## config.mk

```make
export PLATFORM = sky130hd
export DESIGN_NAME = prod_accum
export DESIGN_NICKNAME = d
export VERILOG_FILES = /design/src/rtl/prod_accum.sv
export SDC_FILE = /design/constraint.sdc
export NUM_CORES = 1
export LEC_CHECK = 0
export BUFFER_PORTS_ARGS = -buffer_cell sky130_fd_sc_hd__buf_2
export CAP_MARGIN = 20
export CORE_MARGIN = 2
export CORE_UTILIZATION = 60
export CTS_BUF_LIST = sky130_fd_sc_hd__clkbuf_8
export CTS_CLUSTER_SIZE = 10
export DETAILED_ROUTE_END_ITERATION = 8
export HOLD_SLACK_MARGIN = 0.1
export PLACE_DENSITY = 0.83
export SLEW_MARGIN = 10
export SYNTH_ARGS = -nofsm -noshare
export SYNTH_HDL_FRONTEND = slang
export SYNTH_SLANG_ARGS = --single-unit
```

## constraint.sdc

```tcl
create_clock -name clk -period 3.69 [get_ports clk]
set_input_delay 0 -clock clk [delete_from_list [all_inputs] [get_ports clk]]
set_output_delay 0 -clock clk [all_outputs]
set_load 0.02 [all_outputs]
```

## src/rtl/prod_accum.sv

```systemverilog
// Run-length product accumulator: one product per cycle, result valid the cycle after the last accept.
// Result is held in DONE until out_ready; define ACCUM_SAT_EN to clamp on overflow instead of wrapping.
module prod_accum #(
    parameter int DATA_WIDTH  = 16,
    parameter int ACC_WIDTH   = 40,
    parameter int SHIFT_WIDTH = 5,
    parameter int CNT_WIDTH   = 8
) (
    input  logic                    clk,
    input  logic                    rst,
    input  logic                    clear,
    input  logic [CNT_WIDTH-1:0]    num_samples,
    input  logic [SHIFT_WIDTH-1:0]  shift,
    input  logic [2*DATA_WIDTH-1:0] p_in,
    input  logic                    in_valid,
    output logic                    in_ready,
    output logic [ACC_WIDTH-1:0]    acc_out,
    output logic                    out_valid,
    input  logic                    out_ready,
    output logic                    busy,
    output logic                    sat_flag
);

    typedef enum logic [1:0] {IDLE, ACCUM, DONE} state_t;

    state_t                 state_q, state_d;
    logic [ACC_WIDTH-1:0]   acc_q, acc_d;
    logic [CNT_WIDTH-1:0]   count_q, count_d;
    logic [CNT_WIDTH-1:0]   num_q, num_d;
    logic [CNT_WIDTH-1:0]   count_inc;
    logic [ACC_WIDTH-1:0]   sum_w;
    logic                   accept;

    logic signed [2*DATA_WIDTH-1:0] p_s;
    logic signed [ACC_WIDTH-1:0]    p_ext;
    logic signed [ACC_WIDTH-1:0]    p_sh;

    assign p_s   = p_in;
    assign p_ext = ACC_WIDTH'(p_s);
    // Shifts past the product width naturally collapse to 0 or -1 via sign fill.
    assign p_sh  = p_ext >>> shift;

`ifdef ACCUM_SAT_EN
    logic                 sat_q, sat_d;
    logic                 ovf_w;
    logic [ACC_WIDTH:0]   wide_w;

    assign wide_w = {acc_q[ACC_WIDTH-1], acc_q} + {p_sh[ACC_WIDTH-1], p_sh};
    assign ovf_w  = wide_w[ACC_WIDTH] ^ wide_w[ACC_WIDTH-1];

    always_comb begin
        sum_w = wide_w[ACC_WIDTH-1:0];
        if (ovf_w) begin
            sum_w = wide_w[ACC_WIDTH] ? {1'b1, {(ACC_WIDTH-1){1'b0}}}
                                      : {1'b0, {(ACC_WIDTH-1){1'b1}}};
        end
    end

    assign sat_flag = sat_q;
`else
    assign sum_w    = acc_q + p_sh;
    assign sat_flag = 1'b0;
`endif

    assign in_ready  = (state_q == ACCUM) & ~clear;
    assign accept    = in_valid & in_ready;
    assign count_inc = count_q + CNT_WIDTH'(1);
    assign acc_out   = acc_q;
    assign out_valid = (state_q == DONE);
    assign busy      = (state_q == ACCUM) | (state_q == DONE);

    always_comb begin
        state_d = state_q;
        acc_d   = acc_q;
        count_d = count_q;
        num_d   = num_q;
`ifdef ACCUM_SAT_EN
        sat_d   = sat_q;
`endif
        if (clear) begin
            acc_d   = '0;
            count_d = '0;
            num_d   = num_samples;
`ifdef ACCUM_SAT_EN
            sat_d   = 1'b0;
`endif
            state_d = (num_samples == '0) ? DONE : ACCUM;
        end else begin
            case (state_q)
                ACCUM: begin
                    if (accept) begin
                        acc_d   = sum_w;
                        count_d = count_inc;
`ifdef ACCUM_SAT_EN
                        sat_d   = sat_q | ovf_w;
`endif
                        if (count_inc == num_q) begin
                            state_d = DONE;
                        end
                    end
                end
                DONE: begin
                    if (out_ready) begin
                        state_d = IDLE;
                    end
                end
                default: begin
                    state_d = state_q;
                end
            endcase
        end
    end

    always_ff @(posedge clk or posedge rst) begin
        if (rst) begin
            state_q <= IDLE;
            acc_q   <= '0;
            count_q <= '0;
            num_q   <= '0;
`ifdef ACCUM_SAT_EN
            sat_q   <= 1'b0;
`endif
        end else begin
            state_q <= state_d;
            acc_q   <= acc_d;
            count_q <= count_d;
            num_q   <= num_d;
`ifdef ACCUM_SAT_EN
            sat_q   <= sat_d;
`endif
        end
    end

endmodule

```

==> impl_metrics.xml <==
<?xml version="1.0" encoding="UTF-8"?>
<metrics>
  <group name="run_status">
    <metric name="outcome" unit="">finished, final reports clean</metric>
  </group>
  <group name="clock_tree">
    <metric name="clock_tree.root_cell" unit="">sky130_fd_sc_hd__clkbuf_8</metric>
    <metric name="clk_path_buf_depth" unit="">2</metric>
    <metric name="cts_made_buffers" unit="">9</metric>
    <metric name="clk-insertion-delay-late" unit="ns">0.36</metric>
    <metric name="clock_transition_at_path_regs" unit="ns">0.08</metric>
    <metric name="cts.htree.levels" unit="">3</metric>
    <metric name="numClockSinks" unit="">58</metric>
    <metric name="cts_tree" unit="">yes</metric>
  </group>
  <group name="critical_path">
    <metric name="critical-path-max-stage-delay" unit="ns">0.42</metric>
    <metric name="cp.required" unit="ns">3.94</metric>
    <metric name="worst_ep_arrival_time" unit="ns">3.89</metric>
    <metric name="timing.critical_path.mode_cell" unit="">sky130_fd_sc_hd__o21ai_0</metric>
    <metric name="worst-path-max-fanout" unit="">19</metric>
    <metric name="worstSetupStartpointType" unit="">input port</metric>
    <metric name="slowest_library_cell_on_the_worst_path" unit="">sky130_fd_sc_hd__ha_1</metric>
    <metric name="crit_path_cell_trace" unit="">clkbuf_4 &gt; buf_4 &gt; nor3_1 &gt; mux2_2 &gt; o21ai_0 &gt; o21ai_0 &gt; ha_1 &gt; o211ai_1 &gt; nor2_1 &gt; a31oi_2 &gt; o31a_1 &gt; o21ai_2 &gt; nand2_1 &gt; o221a_1 &gt; a221o_1 &gt; mux2_4</metric>
    <metric name="worst-setup-path-type" unit="">input port to flop</metric>
    <metric name="crit_path_end_kind" unit="">flop</metric>
  </group>
  <group name="floorplanning">
    <metric name="die_width" unit="um">106</metric>
    <metric name="start_util" unit="%">61.0</metric>
    <metric name="floorplan.die_area" unit="sq um">11200</metric>
    <metric name="core.rowCount" unit="">37</metric>
    <metric name="die_y" unit="um">106</metric>
    <metric name="core_area" unit="sq um">10200</metric>
    <metric name="top_level_ports" unit="">94</metric>
  </group>
  <group name="synthesis">
    <metric name="synthesis.instances" unit="">799</metric>
    <metric name="synth_nets" unit="">892</metric>
    <metric name="synth_flop_cell" unit="">sky130_fd_sc_hd__dfrtp_1</metric>
    <metric name="seq_area_frac_synth" unit="%">23.3</metric>
    <metric name="async_reset_ff_share" unit="%">100</metric>
    <metric name="ys_warn_count" unit="">0</metric>
    <metric name="ys_seq_elements" unit="">58</metric>
    <metric name="mappedNetlistArea" unit="sq um">6240</metric>
    <metric name="synth_cell_type_count" unit="">71</metric>
    <metric name="count_of_flip_flops_with_a_built_in_enable_after_synthesis" unit="">0</metric>
    <metric name="synthesis.area_per_instance" unit="sq um">7.81</metric>
  </group>
  <group name="global_routing">
    <metric name="grt_pass1_vias" unit="">6599</metric>
    <metric name="grt_start_max_net_pins" unit="">44</metric>
    <metric name="track_usage" unit="%">35.6</metric>
    <metric name="globalRoute.totalOverflow" unit="">0</metric>
    <metric name="grt_first_pass_wirelength" unit="um">32000</metric>
    <metric name="grt_antenna_before_repair" unit="">1</metric>
  </group>
  <group name="timing">
    <metric name="final_min_period_over_clock_period" unit="%">98.8</metric>
    <metric name="worstMarginPinSlew" unit="ns">0.792</metric>
    <metric name="finalSetupViolations" unit="">0</metric>
    <metric name="clock_skew" unit="ns">0.0118</metric>
    <metric name="report.final.slew_viol_count" unit="">0</metric>
    <metric name="post-route-worst-setup-slack" unit="ns">0.0446</metric>
    <metric name="period_minus_slack" unit="ns">3.65</metric>
    <metric name="maxClockFrequency" unit="GHz">0.274</metric>
    <metric name="fin_tns_setup" unit="ns">0</metric>
    <metric name="hold_violations" unit="">0</metric>
    <metric name="timing.max_slew.rel_slack" unit="%">47.1</metric>
  </group>
  <group name="power">
    <metric name="power_per_cell_area" unit="nW/um^2">348</metric>
    <metric name="lkg_pwr" unit="nW">3.83</metric>
    <metric name="totalPowerFinal" unit="mW">2.77</metric>
    <metric name="ir_worst_vdd" unit="uV">289</metric>
  </group>
  <group name="placement">
    <metric name="placement.io_buffers" unit="">92</metric>
    <metric name="dpl_worst_slack" unit="ns">-0.220</metric>
    <metric name="post-dp-hpwl" unit="um">15200</metric>
    <metric name="gp_routability_congestion" unit="">0.987</metric>
    <metric name="placedInstanceArea" unit="sq um">7570</metric>
  </group>
  <group name="detailed_routing">
    <metric name="drt-initial-drc-count" unit="">596</metric>
    <metric name="detail_route.wirelength" unit="um">19800</metric>
    <metric name="drt-pass1-iter-count" unit="">9</metric>
    <metric name="dr_total_vias" unit="">6865</metric>
    <metric name="wl_per_cell" unit="um">17.7</metric>
    <metric name="antenna_viol_nets_final" unit="">0</metric>
    <metric name="post-route-drc-count" unit="">0</metric>
    <metric name="detail_route.vias_per_cell" unit="">6.12</metric>
  </group>
  <group name="worst_hold_path">
    <metric name="hold_path.class" unit="">input port to flop</metric>
  </group>
  <group name="final_layout">
    <metric name="fin_nets" unit="">1072</metric>
    <metric name="synth_to_final_area_change" unit="%">27.6</metric>
    <metric name="layout.cell_area.non_filler" unit="sq um">7960</metric>
    <metric name="post_route_cells_drive_above_1_share" unit="%">28.6</metric>
    <metric name="layout.cells.most_common" unit="">sky130_fd_sc_hd__nand2_1</metric>
    <metric name="final_cell_mix" unit="">sky130_fd_sc_hd__nand2_1 (146), sky130_fd_sc_hd__buf_4 (113), sky130_fd_sc_hd__buf_2 (90)</metric>
    <metric name="final_core_utilization" unit="%">77.8</metric>
  </group>
  <group name="job">
    <metric name="max_cap_viol_count" unit="">0</metric>
  </group>
</metrics>
-- kinds of logic (layout without fill, tap and decap cells) --
group | after synthesis | count (layout) | share of synthesized area, %
AOI/OAI and AO/OA | 245 | 245 | 24.7
DFF | 58 | 58 | 23.3
xor gates and xnor gates | 46 | 46 | 6.46
adders and majority gates | 43 | 43 | 8.74
other | 1 | 2 | 0.0601
and+or+nand+nor | 277 | 277 | 19.3
buffers and inverters | 70 | 255 | 4.35
muxes | 59 | 59 | 13.1
-- area by class of cell --
cell class	instances	area [sq um]
Multi-Input combinational cell	671	4550
Fill cell	736	2270
Timing Repair Buffer	217	1460
Sequential cell	58	1450
Tap cell	136	170
Clock buffer	12	165
Inverter	22	82.6
Clock inverter	4	72.6
Antenna cell	1	2.50
-- worst max-delay path: cells and delay by family --
kind	cells	cell delay, ns
buf+inv	2	0.40
simple gates	3	0.53
fa+ha+maj	1	0.42
compound gates	8	1.85
mux	2	0.67
-- state kept, by name (all words and copies together) (netlist names) --
signal / flops
state_q: 2
num_q: 8
acc_out: 40
count_q: 8
-- metal layers --
| layer | global-route usage [%] | up-vias | part of all wire [%] |
|---|---|---|---|
| met5 | 0 | - | 0 |
| met3 | 6.50 | 54 | 6.5 |
| met4 | 10.4 | 0 | 2.7 |
| li1 | - | 3237 | - |
| met1 | 46.0 | 3316 | 42 |
| met2 | 61.1 | 258 | 49 |
-- stage by stage --
step	cells	hold WS, ns
after floorplan	799	0.152
after CTS	1117	0.102
after global routing	1121	0.135
after global placement	1092	-0.0348
final	1121	0.109
after detailed placement	1092	-0.0289
-- what timing repair did --
action / 4_1_cts / 5_1_grt
endpoints found under the hold margin: 29 / 0
endpoints found under the setup margin: 0 / 14
buffers inserted: 0 / 3
hold buffers: 9 / 0
resized for setup: 0 / 15
-- worst paths after layout --
kind / startpoint / to / slack [ns] / cells past startpoint
min reg2reg: num_q[7] / num_q[7] / 0.53 / 1
max: shift[0] / acc_out[39] / 0.04 / 16
min: out_ready / state_q[1] / 0.11 / 5
max in group asynchronous: rst / acc_out[2] / 2.67 / 4
min in group asynchronous: rst / acc_out[29] / 0.13 / 3
max reg2reg: acc_out[0] / acc_out[34] / 0.78 / 11
-- power by group --
part           internal, mW  switching, mW  total [mW]
registers             0.686         0.0548       0.740
clock network         0.434          0.283       0.717
logic                 0.588          0.723        1.31
total                  1.71           1.06        2.77
-- synthesized netlist by cell type, types with 13 or more instances --
| library cell | count | area share [%] |
|---|---|---|
| sky130_fd_sc_hd__a21o_1 | 13 | 1.6 |
| sky130_fd_sc_hd__nor2_1 | 56 | 3.4 |
| sky130_fd_sc_hd__ha_1 | 42 | 8.4 |
| sky130_fd_sc_hd__clkbuf_1 | 37 | 2.2 |
| sky130_fd_sc_hd__mux2_2 | 16 | 2.9 |
| sky130_fd_sc_hd__o21ai_0 | 62 | 5.0 |
| sky130_fd_sc_hd__inv_1 | 19 | 1.1 |
| sky130_fd_sc_hd__nand2_1 | 146 | 8.8 |
| sky130_fd_sc_hd__mux2i_1 | 26 | 4.2 |
| sky130_fd_sc_hd__a21oi_1 | 93 | 7.5 |
| sky130_fd_sc_hd__mux4_2 | 16 | 5.8 |
| sky130_fd_sc_hd__nand3_1 | 17 | 1.4 |
| sky130_fd_sc_hd__xor2_1 | 14 | 2.0 |
| sky130_fd_sc_hd__xnor2_1 | 32 | 4.5 |
| sky130_fd_sc_hd__dfrtp_1 | 58 | 23 |
Power figures use the tool's default switching activity.
